<file path="src/rtl/spike_fanout_sched.sv">
`timescale 1ns/1ps
// spike_fanout_sched
// Per-timestep spike dispatcher for the 4-edge fan-out walker. It latches a
// timestep spike vector and hands each spiking neuron ID to the walker in
// ascending order. It waits for the walker's last edge before issuing the next
// ID. It counts issued sources and observed edges. It flags any step whose
// edge total differs from sources * EDGES_PER_SRC, and any edge seen while idle.
//
// Ports:
//   clk, rst (sync, active-high), clk_en (freezes all state when low)
//   step_valid / step_ready / step_spikes   : timestep vector handshake
//   wr_req_valid / wr_req_ready / wr_req_src_id : request to the walker
//   wr_edge_fire, wr_out_last               : walker output observation
//   step_done    : one enabled-cycle pulse when the step is fully dispatched
//   busy         : controller not idle
//   spike_cnt, edge_cnt : per-step statistics (saturating, held after done)
//   err_edge_mismatch   : sticky error, cleared only by rst
module spike_fanout_sched #(
    parameter int N_NEURON      = 64,
    parameter int NEURON_ID_W   = (N_NEURON <= 2) ? 1 : $clog2(N_NEURON),
    parameter int EDGES_PER_SRC = 4,
    parameter int CNT_W         = 16
) (
    input  logic                   clk,
    input  logic                   rst,
    input  logic                   clk_en,
    input  logic                   step_valid,
    output logic                   step_ready,
    input  logic [N_NEURON-1:0]    step_spikes,
    output logic                   wr_req_valid,
    input  logic                   wr_req_ready,
    output logic [NEURON_ID_W-1:0] wr_req_src_id,
    input  logic                   wr_edge_fire,
    input  logic                   wr_out_last,
    output logic                   step_done,
    output logic                   busy,
    output logic [CNT_W-1:0]       spike_cnt,
    output logic [CNT_W-1:0]       edge_cnt,
    output logic                   err_edge_mismatch
);

    typedef enum logic [2:0] {
        ST_IDLE  = 3'd0,
        ST_SCAN  = 3'd1,
        ST_ISSUE = 3'd2,
        ST_WAIT  = 3'd3,
        ST_DONE  = 3'd4
    } state_t;

    // Product width wide enough that spike_cnt * EDGES_PER_SRC never truncates.
    localparam int EPS_W  = (EDGES_PER_SRC <= 1) ? 1 : $clog2(EDGES_PER_SRC + 1);
    localparam int PROD_W = CNT_W + EPS_W;

    state_t                   state_r, state_s;
    logic [N_NEURON-1:0]      mask_r, mask_s;
    logic [NEURON_ID_W-1:0]   cur_id_r, cur_id_s;
    logic [CNT_W-1:0]         spike_r, spike_s;
    logic [CNT_W-1:0]         edge_r, edge_s;
    logic                     err_r, err_s;
    logic [NEURON_ID_W-1:0]   low_id_s;
    logic [PROD_W-1:0]        exp_edges_s;

    // Index of the lowest set bit; 0 when the vector is empty.
    function automatic logic [NEURON_ID_W-1:0] lowest_set(input logic [N_NEURON-1:0] v);
        logic [NEURON_ID_W-1:0] idx;
        idx = '0;
        for (int i = N_NEURON - 1; i >= 0; i--) begin
            if (v[i]) begin
                idx = NEURON_ID_W'(i);
            end
        end
        return idx;
    endfunction

    // Increment that sticks at the all-ones value.
    function automatic logic [CNT_W-1:0] sat_inc(input logic [CNT_W-1:0] v);
        logic [CNT_W-1:0] r;
        if (&v) begin
            r = v;
        end else begin
            r = v + CNT_W'(1);
        end
        return r;
    endfunction

    assign low_id_s    = lowest_set(mask_r);
    assign exp_edges_s = PROD_W'(spike_r) * PROD_W'(EDGES_PER_SRC);

    // Next-state and register-update logic for the dispatch FSM.
    always_comb begin
        state_s  = state_r;
        mask_s   = mask_r;
        cur_id_s = cur_id_r;
        spike_s  = spike_r;
        edge_s   = edge_r;
        err_s    = err_r;

        // Edges count in every active state, including the cycle carrying out_last.
        if ((state_r != ST_IDLE) && wr_edge_fire) begin
            edge_s = sat_inc(edge_r);
        end else begin
            edge_s = edge_r;
        end

        case (state_r)
            ST_IDLE: begin
                // An edge while idle cannot belong to any issued source.
                if (wr_edge_fire) begin
                    err_s = 1'b1;
                end else begin
                    err_s = err_r;
                end
                if (step_valid) begin
                    mask_s  = step_spikes;
                    spike_s = '0;
                    edge_s  = '0;
                    state_s = ST_SCAN;
                end else begin
                    state_s = ST_IDLE;
                end
            end
            ST_SCAN: begin
                if (mask_r == '0) begin
                    state_s = ST_DONE;
                end else begin
                    cur_id_s = low_id_s;
                    state_s  = ST_ISSUE;
                end
            end
            ST_ISSUE: begin
                if (wr_req_ready) begin
                    mask_s[cur_id_r] = 1'b0;
                    spike_s          = sat_inc(spike_r);
                    state_s          = ST_WAIT;
                end else begin
                    state_s = ST_ISSUE;
                end
            end
            ST_WAIT: begin
                if (wr_out_last) begin
                    state_s = ST_SCAN;
                end else begin
                    state_s = ST_WAIT;
                end
            end
            ST_DONE: begin
                if (PROD_W'(edge_r) != exp_edges_s) begin
                    err_s = 1'b1;
                end else begin
                    err_s = err_r;
                end
                state_s = ST_IDLE;
            end
            default: begin
                state_s = ST_IDLE;
            end
        endcase
    end

    // State registers; synchronous reset wins, clk_en low freezes everything.
    always_ff @(posedge clk) begin
        if (rst) begin
            state_r  <= ST_IDLE;
            mask_r   <= '0;
            cur_id_r <= '0;
            spike_r  <= '0;
            edge_r   <= '0;
            err_r    <= 1'b0;
        end else if (clk_en) begin
            state_r  <= state_s;
            mask_r   <= mask_s;
            cur_id_r <= cur_id_s;
            spike_r  <= spike_s;
            edge_r   <= edge_s;
            err_r    <= err_s;
        end else begin
            state_r  <= state_r;
            mask_r   <= mask_r;
            cur_id_r <= cur_id_r;
            spike_r  <= spike_r;
            edge_r   <= edge_r;
            err_r    <= err_r;
        end
    end

    // Handshake qualifiers follow clk_en so nothing is accepted or reported
    // while the block is frozen.
    assign step_ready        = (state_r == ST_IDLE) && clk_en;
    assign step_done         = (state_r == ST_DONE) && clk_en;
    assign wr_req_valid      = (state_r == ST_ISSUE);
    assign wr_req_src_id     = cur_id_r;
    assign busy              = (state_r != ST_IDLE);
    assign spike_cnt         = spike_r;
    assign edge_cnt          = edge_r;
    assign err_edge_mismatch = err_r;

endmodule

</file>
<file path="config.mk">
export PLATFORM = sky130hd
export DESIGN_NAME = spike_fanout_sched
export DESIGN_NICKNAME = d
export VERILOG_FILES = /design/src/rtl/spike_fanout_sched.sv
export SDC_FILE = /design/constraint.sdc
export NUM_CORES = 1
export LEC_CHECK = 0
export BUFFER_PORTS_ARGS = -buffer_cell sky130_fd_sc_hd__buf_2
export CORE_MARGIN = 3
export CORE_UTILIZATION = 47
export CTS_CLUSTER_DIAMETER = 200
export DETAILED_ROUTE_END_ITERATION = 10
export PLACE_DENSITY = 0.7
export REMOVE_ABC_BUFFERS = 1
export SLEW_MARGIN = 15
export SYNTH_ARGS = -nofsm -noshare
export SYNTH_HDL_FRONTEND = slang
export SYNTH_SLANG_ARGS = --single-unit
</file>
<file path="constraint.sdc">
create_clock -name clk -period 2.68 [get_ports clk]
set_input_delay 0.134 -clock clk [delete_from_list [all_inputs] [get_ports clk]]
set_output_delay 0.134 -clock clk [all_outputs]
set_load 0.02 [all_outputs]
</file>
# == Yosys cells after proc, flatten, opt, wreduce, memory -nomap -nowiden ==
# Cells that the tools add are included.
# W data, S select, Z words.
# classes
multipliers,0
div_mod_pow,0
shifts,0
reduce_logical,15
n_eq_ne,10
n_bitwise,3
mux,85
n_lt_le_gt_ge,2
addsub,2
# ops
operator,n
$mux W6,64
$mux W64,2
$pmux W64 S2,1
$mux W16,7
$and A64 B64 Y64,1
$logic_not A64 Y1,1
$not A64 Y64,1
$add A16 B1 Y16 const B,2
$pmux W16 S2,1
$reduce_and A16 Y1,2
$ne A16 B18 Y1,1
$pmux W3 S4,1
$ne A2 B2 Y1 const B,4
$reduce_and A4 Y1,2
$lt A6 B7 Y1 const B,1
$demux W1 S6,1
$eq A3 B2 Y1 const B,2
$ge A6 B1 Y1 const B,1
$mux W1,5
$reduce_and A5 Y1,1
$logic_and A1 B1 Y1,4
$reduce_bool A2 Y1,2
$eq A3 B1 Y1 const B,1
$eq A3 B3 Y1 const B,1
8 further kinds,8
# totals
inputBits,71
regBits,106
memories,0
latch_bits,0
ram_bits,0
rom_bits,0

# == Longest topological paths before layout ==
# Gate-level depths: netlist of run 1.
# logic_depth
word_depth,64
depth_mapped,9
ltp_nobuf,7

# == Worst setup path after synthesis of run 1 ==
# Ideal clock, no wire load.
# synth_timing
path_type,register -> register
startpoint,"register edge_r[3], in the netlist edge_cnt[3]"
endpoint,"register edge_r[13], in the netlist edge_cnt[13]"
required_ps,2563
stages_incl_launch_ff,9
setup_ps,117
path_slack_ps,752
period_less_slack_ps,1928
t_arrival_ps,1811
n_path_buf,2
path_cell_list,dfxtp_1 -> and4_1 -> buf_6 -> and3_4 -> buf_6 -> nor3b_1 -> nand2_1 -> a31o_1 -> a32o_1
# synth_between
elab_chain_cells,5
word_cells_on_any_way,6
cone_classes,add/sub: 1; mux: 4; reduce/logical: 1
# synth_lines
item,line,source
from (decl),58,"logic [CNT_W-1:0] edge_r, edge_s;"
from (signal assigned),174,edge_r <= edge_s;
from (signal assigned),181,edge_r <= edge_r;
$add A16 B1 Y16 or $reduce_and A16 Y1 (tied branches),"81, 78",
$mux W16 *,78,if (&v) begin
$mux W16 *,99,if ((state_r != ST_IDLE) && wr_edge_fire) begin
$mux W16,113,if (step_valid) begin
$mux W16 *,105,case (state_r)
# Every way passes the cells marked *; elsewhere a longest branch is shown, timed or not.
# A chain may end at the register's enable or synchronous reset.

# == Final worst setup path of run 1 ==
# layout_timing
startpoint,register mask_r[2]
endpoint,"register cur_id_r[2], in the netlist wr_req_src_id[2]"
# layout_between
elab_chain_cells,3
word_cells_on_any_way,6
cone_classes,mux: 3; bitwise: 1; reduce/logical: 2
# layout_lines
item,line,source
from (decl),55,"logic [N_NEURON-1:0] mask_r, mask_s;"
from (signal assigned),171,mask_r <= mask_s;
from (signal assigned),178,mask_r <= mask_r;
$logic_not A64 Y1 or $mux W6 (tied branches),"123, 68",
$not A1 Y1 (no source line) or $mux W6 (tied branches),-,
$reduce_and A3 Y1 (no source line) or $mux W6 (tied branches),-,
to (signal assigned),172,cur_id_r <= cur_id_s;
to (signal assigned),179,cur_id_r <= cur_id_r;
to (decl),56,"logic [NEURON_ID_W-1:0] cur_id_r, cur_id_s;"
# Parallel ways exist; a longest one is shown, timed or not.

==> impl_metrics.toml, run 1 <==
[outcome]
status = "complete, no violations"

[grt]
grt_overflow_total = 0
antenna_found_initial = 0
grt_max_degree = 80
first_global_vias = 5740
grt.total_usage_pct = 25.9
grt_pass1_wl_mm = 29.8

[logic_synthesis]
synthFlopType = "dfxtp_1"
yosysWarningCount = 0
syn_avg_cell_area_um2 = 7.58
ys_ff_latch = 106
syn_area_mm2 = 0.00587
async_flop_share_pct = 0
synth_edf_count = 0
synth_cells = 774
ys_seq_area_share_pct = 36.2
synth_cell_types = 61

[critical_path]
r2r_slack_ps = 380
worstRegToRegCells = 6
required_ps = 2890
reg2reg_to = "wr_req_src_id[2]"
worstPathArrival_ps = 2510
cp_max_fo = 9
critPathCaptureType = "flop"
crit_type = "flop to flop"
reg2reg_from = "mask_r[2]"
startpoint_type = "flop"

[cells_and_area]
nFillCells = 1184
drive_above_1_share_pct = 19.4
fin_area_mm2 = 0.00690
nets = 945
mostFrequentLayoutCell = "a21oi_1"
n_antenna_cell = 0
syn2layout_area_growth_pct = 17.5
final_cell_mix = "a21oi_1, buf_2, dfxtp_1"

[timing]
skew_ps = 9.60
slew_headroom_pct = 37.6
setup_ws_ps = 376
rsz0062_at_grt = "false"
finalSetupViolations = 0
hold-worst-slack_ps = 13.2
fmax_mhz = 434
slew_viol_final = 0
fin_tns_setup_ps = 0
post-route-period-util_pct = 86.0
fin_crit_ps = 2300
worst_pin_slew_ps = 929
final-hold-violation-count = 0

[placed_design]
port_buffers = 113
place_area_mm2 = 0.00653
dp_hpwl_mm = 12.9
dp_slack_ps = 442
place_congestion = 0.916

[routing]
first_pass_iters = 6
viasPerCell = 5.92
drtIter0Drc = 673
wirelength_mm = 18.3
drc_errors = 0
vias = 6179
ant_nets = 0
wire_per_inst_um = 17.5

[power_and_ir_drop]
ir_drop_mv = 0.536
power_w = 0.00404
powerDensity_mw_per_mm2 = 586
total_leakage_power_nw = 2.75

[worst_hold_path]
hp-start = "step_spikes[30]"
hold_depth = 3
min_to = "mask_r[30]"
min_path_type = "input pin to flop"

[die]
die_w_um = 118
io_pins = 114
fp-row-count = 40
core_mm2 = 0.0121
die_area_mm2 = 0.0139
start_util_pct = 48.5
fp.dieH_um = 118

[clock_tree]
cts_tree = "built"
cts_buffers = 9
htreeDepth = 3
root_buffer = "clkbuf_16"
cts_sinks = 106
insertion_delay_ps = 360
clk_pin_slew_ps = 70
cts_buffer_depth = 2

[run]
maxCapViolCount = 0
-- area by class of cell --
cell class	count	area (µm²)	area share (%)
multi-input combinational	598	3400	49.3
inverter	22	82.6	1.20
tap	168	210	3.05
clock inverter	4	97.6	1.42
sequential	106	2120	30.8
clock buffer	12	256	3.72
timing repair buffer	134	726	10.5
-- how the worst max path moves through the flow --
stage | startpoint | to | cells after the start
after floorplan | state_r[2] | mask_r[0] | 6
after global placement | mask_r[44] | wr_req_src_id[2] | 6
after detailed placement | mask_r[2] | wr_req_src_id[2] | 6
after CTS | mask_r[2] | wr_req_src_id[2] | 6
after global routing | mask_r[36] | wr_req_src_id[2] | 6
final | mask_r[2] | wr_req_src_id[2] | 6
-- per-stage QoR --
stage / utilization, % / std cells
after floorplan: - / 726
after global placement: 53.9 / 1027
after detailed placement: 53.9 / 1027
after CTS: 56.9 / 1044
after global routing: 56.9 / 1044
final: 56.9 / 1044
-- repair_timing --
action                                  CTS  global route
resized for setup                         0             0
hold buffers                              1             0
endpoints found under the setup margin    0             0
setup buffers                             0             0
endpoints found under the hold margin     1             0
-- kinds of logic after synthesis --
group | count (synthesis) | share of synthesized area [%]
XOR/XNOR | 40 | 5.97
AO/OA/AOI/OAI | 277 | 27.0
flip-flops | 106 | 36.2
buffers and inverters | 70 | 6.10
AND/OR/NAND/NOR | 276 | 23.8
adder cells (fa/ha/maj) | 3 | 0.640
multiplexers | 2 | 0.362
-- sequential cells by signal (all words and copies together) (netlist names) --
name,flops
mask_r,64
edge_cnt,16
spike_cnt,16
wr_req_src_id,6
state_r,3
err_edge_mismatch,1
-- worst max-delay path, cell delays in order (launching register included) --
cell	delay, ps
dfxtp_1	350
nor4_1	540
nand4_1	270
nor4_2	410
nand2b_1	360
a311o_2	180
a21oi_2	50
-- where the power goes --
| group | switching, W | internal, W |
|---|---|---|
| clock | 0.000600 | 0.000965 |
| sequential | 0.0000959 | 0.00164 |
| combinational | 0.000458 | 0.000279 |
-- layer usage --
metal	GRT usage [%]	part of all wire, %	up-vias
li1	-	-	2986
met1	36.2	45	2882
met2	39.1	45	272
met3	6.49	7.5	39
met4	8.79	2.4	0
met5	0	0	-
-- synth_stat cells, types with 2 or more instances --
library cell,n,area share (%)
a22oi_1,2,0.26
xnor2_1,10,1.5
ha_1,3,0.64
nor3_1,20,1.7
buf_4,2,0.26
buf_2,4,0.34
buf_6,11,2.1
nor4_2,7,1.5
o41ai_1,4,0.60
o21a_1,2,0.26
buf_1,6,0.38
clkbuf_1,25,1.6
nand4_1,21,2.2
a2111oi_0,2,0.30
nor2_2,2,0.21
o31a_1,2,0.30
a2111oi_4,2,0.94
nor4_1,18,1.9
o22ai_1,2,0.21
xor2_1,30,4.5
a21oi_1,148,13
and4_1,5,0.75
nand2_1,95,6.1
inv_1,22,1.4
a211oi_1,9,1.2
o2111ai_1,2,0.30
o21ai_0,76,6.5
nor4b_2,2,0.51
o31ai_1,4,0.51
and3_1,8,0.85
a31oi_1,5,0.53
nor2_1,63,4.0
o211ai_1,2,0.26
o311ai_0,3,0.45
nor3b_1,5,0.64
nand2b_1,7,0.75
dfxtp_1,106,36
nand3_1,14,1.2
Power figures use the tool's default switching activity.
==> run 2, diff against run 1 <==
- RECOVER_POWER: not set -> 50
==> run 2 against run 1 <==
  * Core utilization shrank 0.60 points
  * Critical path depth is the same
  * Register-to-register slack lost 90 ps
  * Sequential share of layout area grew 0.33 points
  * Die area is the same
  * Via count grew 0.13%
  * Combinational power shrank 0.9%
  * Largest power group unchanged
==> impl_metrics.toml, run 2 (same netlist as run 1, synthesis figures left out) <==
[critical_path]
reg2reg_from = "state_r[1]"
r2r_slack_ps = 280
reg2reg_to = "edge_cnt[15]"
startpoint_type = "flop"
worstPathArrival_ps = 2660
critPathTopFamily = "buffers and inverters"
critPathCaptureType = "flop"
crit_buf_inv = 2
worstRegToRegCells = 6
path_cells = "mux2_1, nand3_1, buf_4, o21ai_1, clkbuf_2, a211oi_1"
required_ps = 2950
crit_path_start = "state_r[1]"
crit_type = "flop to flop"
crit_slowest_cell = "dfxtp_1"
max_stage_delay_ps = 520
cp_max_fo = 26

[routing]
wirelength_mm = 18.4
drc_errors = 0
highest_layer = "met4"
first_pass_iters = 5
wire_per_inst_um = 17.6
drtIter0Drc = 674
drt-met1-wl_mm = 8.27
ant_nets = 0
viasPerCell = 5.93
wl_met2_mm = 8.13
vias = 6187
wl_met3_mm = 1.50

[clock_tree]
cts_setup_buffers = 0
cts_buffers = 9
ctsResizeCount = 0
ctsHoldBuffers = 1
cts_buffer_depth = 2
cts_sinks = 106
cts_tree = "built"
root_buffer = "clkbuf_16"
htreeDepth = 3
clk_pin_slew_ps = 70
insertion_delay_ps = 360

[die]
die_area_mm2 = 0.0139
fp.dieH_um = 118
io_pins = 114
start_util_pct = 48.5
core_mm2 = 0.0121
fp-row-count = 40
die_w_um = 118

[timing]
fmax_mhz = 417
final-hold-violation-count = 0
finalSetupViolations = 0
fin_crit_ps = 2400
setup_ws_ps = 285
slew_viol_final = 0
rsz0062_at_grt = "false"
hold-worst-slack_ps = 15.1
skew_ps = 8.12
slew_headroom_pct = 38.4
worst_pin_slew_ps = 917
post-route-period-util_pct = 89.4

[cells_and_area]
drive_above_1_share_pct = 14.2
nFillCells = 1215
final_cell_mix = "a21oi_1, dfxtp_1, nand2_1"
multi_input_area_mm2 = 0.00339
syn2layout_area_growth_pct = 16.3
stdcell_count = 1044
finish.utilization_pct = 56.3
nets = 945
mostFrequentLayoutCell = "a21oi_1"
regArea_mm2 = 0.00212
largest-register = "mask_r"
largest_register_ffs = 64
n_antenna_cell = 0

[grt]
antenna_found_initial = 0
grt_pass1_wl_mm = 29.8
first_global_vias = 5740
grt.total_usage_pct = 25.9
grt_overflow_total = 0
grt_max_degree = 80

[run]
maxCapViolCount = 0

[placed_design]
port_buffers = 113
place_congestion = 0.916
dp.cells = 1027
dp_hpwl_mm = 12.9
dp_slack_ps = 442

[worst_hold_path]
min_to = "mask_r[30]"
hp-start = "step_spikes[30]"
min_path_type = "input pin to flop"
hold_depth = 3

[power_and_ir_drop]
total_leakage_power_nw = 2.56
ir_drop_mv = 0.537
powerDensity_mw_per_mm2 = 591
power_w = 0.00403

[outcome]
status = "complete, no violations"
-- run 2: worst register-to-register path, delay by kind of cell (launching register included) --
kind,cells,cell delay (ps)
buf+inv,2,710
simple gates,1,290
flops,1,520
compound gates,2,420
mux,1,370
-- run 2: through the flow --
step,TNS [ps],cell area (µm²)
2_1_floorplan,-76590,5590
3_3_place_gp,0,6530
3_5_place_dp,0,6530
4_1_cts,0,6900
5_1_grt,0,6820
6_report,0,6820
-- run 2: worst max-delay path by stage --
| stage | to | cells after the start | slack [ps] |
|---|---|---|---|
| 3_5_place_dp | wr_req_src_id[2] | 6 | 440 |
| 2_1_floorplan | mask_r[0] | 6 | -1040 |
| 6_report | edge_cnt[15] | 6 | 280 |
| 3_3_place_gp | wr_req_src_id[2] | 6 | 550 |
| 5_1_grt | edge_cnt[15] | 6 | 80 |
| 4_1_cts | wr_req_src_id[2] | 6 | 440 |
-- run 2: layout make-up --
type | count | share of cell area [%]
clock buffer | 12 | 3.76
clock inverter | 4 | 1.43
inverter | 22 | 1.21
multi-input combinational | 598 | 49.6
sequential | 106 | 31.1
tap | 168 | 3.08
timing repair buffer | 134 | 9.77
-- run 2: per-layer routing --
layer | track usage (%) | vias up
met5 | 0 | -
li1 | - | 2984
met1 | 36.2 | 2875
met3 | 6.49 | 45
met4 | 8.79 | 0
met2 | 39.1 | 283
-- run 2: where the power goes --
part / leakage (nW) / switching (W) / internal (W)
clock: 0.169 / 0.000598 / 0.000965
combinational: 1.53 / 0.000456 / 0.000274
sequential: 0.861 / 0.0000961 / 0.00164
total: 2.56 / 0.00115 / 0.00288
==> run 3, diff against run 2 <==
- CAP_MARGIN: not set -> 15
- CORE_UTILIZATION: 47 -> 45
- PLACE_DENSITY: 0.7 -> 0.67
- SKIP_CTS_REPAIR_TIMING: not set -> 1
==> run 3 against run 2 <==
  * Clock-buffer cell count decreased by 3
  * Via count shrank 1.5%
  * Register-to-register slack better by 40 ps
  * First-iteration DRC count shrank 13%
  * Wire length decreased by 2.4%
  * Sequential power hardly changed
  * Total power down 5.5%
  * Cell count did not move
  * Critical path depth unchanged
  * Maximum frequency rose by 1.6%
  * Largest cell class unchanged
==> impl_metrics.toml, run 3 (same netlist as run 1, synthesis figures left out) <==
[outcome]
status = "complete, no violations"

[die]
io_pins = 114
start_util_pct = 46.3
core_mm2 = 0.0127
die_area_mm2 = 0.0144
die_w_um = 120
fp-row-count = 41
fp.dieH_um = 120

[placed_design]
dp_hpwl_mm = 12.8
port_buffers = 113
place_congestion = 0.942

[routing]
first_pass_iters = 7
drtIter0Drc = 584
drc_errors = 0
vias = 6097
ant_nets = 0
viasPerCell = 5.84
wirelength_mm = 17.9
wire_per_inst_um = 17.2

[critical_path]
max_stage_delay_ps = 590
reg2reg_to = "wr_req_src_id[2]"
crit_top_cell = "nor4_1"
worstPathArrival_ps = 2570
critPathCaptureType = "flop"
required_ps = 2900
r2r_slack_ps = 320
crit_type = "flop to flop"
path_cells = "nor4_1, nand4_1, nor4_1, nand2b_1, a311o_2, a21oi_2"
startpoint_type = "flop"
crit_slowest_cell = "nor4_1"
cp_num_cells = 6
critPathTopFamily = "simple AND/OR/NAND/NOR gates"
crit_buf_inv = 0
reg2reg_from = "mask_r[36]"
cp-endpoint = "wr_req_src_id[2]"
worstRegToRegCells = 6
crit_path_start = "mask_r[36]"
cp_max_fo = 9

[power_and_ir_drop]
total_leakage_power_nw = 2.52
p_int_w = 0.00264
share_comb_of_total_power_pct = 18.9
ir_drop_mv = 0.309
p_switching_w = 0.00117
switching_share_pct = 30.7
p_seq_share_pct = 45.7
powerDensity_mw_per_mm2 = 565
pwr-share-clk_pct = 35.4

[clock_tree]
cts_sinks = 106
htreeDepth = 3
clk_pin_slew_ps = 70
insertion_delay_ps = 360
cts_buffer_depth = 2
root_buffer = "clkbuf_16"
cts_tree = "built"
cts_buffers = 9

[timing]
worst_pin_slew_ps = 941
final-hold-violation-count = 0
skew_ps = 11.5
rsz0062_at_grt = "false"
fin_crit_ps = 2360
slew_viol_final = 0
finalSetupViolations = 0
fin_tns_setup_ps = 0
fmax_mhz = 424
slew_headroom_pct = 36.9
post-route-period-util_pct = 87.9

[cells_and_area]
n_antenna_cell = 0
mostFrequentLayoutCell = "a21oi_1"
finish.utilization_pct = 53.2
largest-register = "mask_r"
nFillCells = 1252
final_cell_mix = "a21oi_1, dfxtp_1, nand2_1"
largest_register_ffs = 64
syn2layout_area_growth_pct = 14.9
drive_above_1_share_pct = 14.0
nets = 942

[grt]
grt_pass1_wl_mm = 28.7
grt.total_usage_pct = 24.5
grt_overflow_total = 0
grt_max_degree = 80
antenna_found_initial = 0
first_global_vias = 5568

[run]
maxCapViolCount = 0

[worst_hold_path]
min_path_type = "input pin to flop"
hold_depth = 3
run 3: cell types whose count changed in the layout (fill, tap and decap cells not counted), sizes merged:
| cell | previous run | this run |
|---|---|---|
| buf | 89 | 87 |
| bufinv | 3 | 1 |
| clkbuf | 56 | 53 |
| clkinv | 0 | 2 |
| clkinvlp | 1 | 2 |
| dlygate4sd3 | 1 | 0 |
| inv | 22 | 23 |
run 3: stage by stage:
stage	instances	setup WS [ps]	power (W)	hold WS (ps)	cell area, µm²
detailed placement	1029	473	0.00249	385	6530
floorplan	726	-1040	0.00220	196	5590
CTS	1044	459	0.00382	9.09	6820
finish	1044	323	0.00381	11.7	6740
global placement	1029	533	0.00248	379	6530
global route	1044	170	0.00398	14.7	6740
run 3: worst min-delay path by stage:
stage,from,endpoint
after floorplan,rst,wr_req_src_id[2]
after global routing,step_spikes[40],mask_r[40]
final,step_spikes[40],mask_r[40]
after detailed placement,step_spikes[23],mask_r[23]
after global placement,step_spikes[52],mask_r[52]
after CTS,step_spikes[40],mask_r[40]
run 3: cell type report:
class                           count  area, µm²  share of cell area [%]
Multi-Input combinational cell    598       3380                    50.2
Sequential cell                   106       2120                    31.5
Timing Repair Buffer              131        644                    9.56
Clock buffer                        9        225                    3.34
Tap cell                          172        215                    3.19
Inverter                           22       82.6                    1.23
Clock inverter                      6       67.6                    1.00
run 3: tightest hold or removal path, delay by kind of cell:
family	cells	cell delay (ps)
buffers and inverters	1	90
AOI/OAI and AO/OA	1	50
and+or+nand+nor	1	40
run 3: power by group through the flow:
stage	Clock (W)	Sequential (W)	Combinational, W
CTS	0.00136	0.00174	0.000720
detailed placement	0	0.00177	0.000715
global route	0.00143	0.00175	0.000795
finish	0.00135	0.00174	0.000721
global placement	0	0.00177	0.000711
floorplan	0	0.00176	0.000449
run 3: per-layer routing:
metal	global-route usage (%)	vias up	share of wire [%]
li1	-	2976	-
met1	35.4	2886	46
met2	37.5	211	45
met3	4.44	24	7.3
met4	6.80	0	1.6
met5	0	-	0
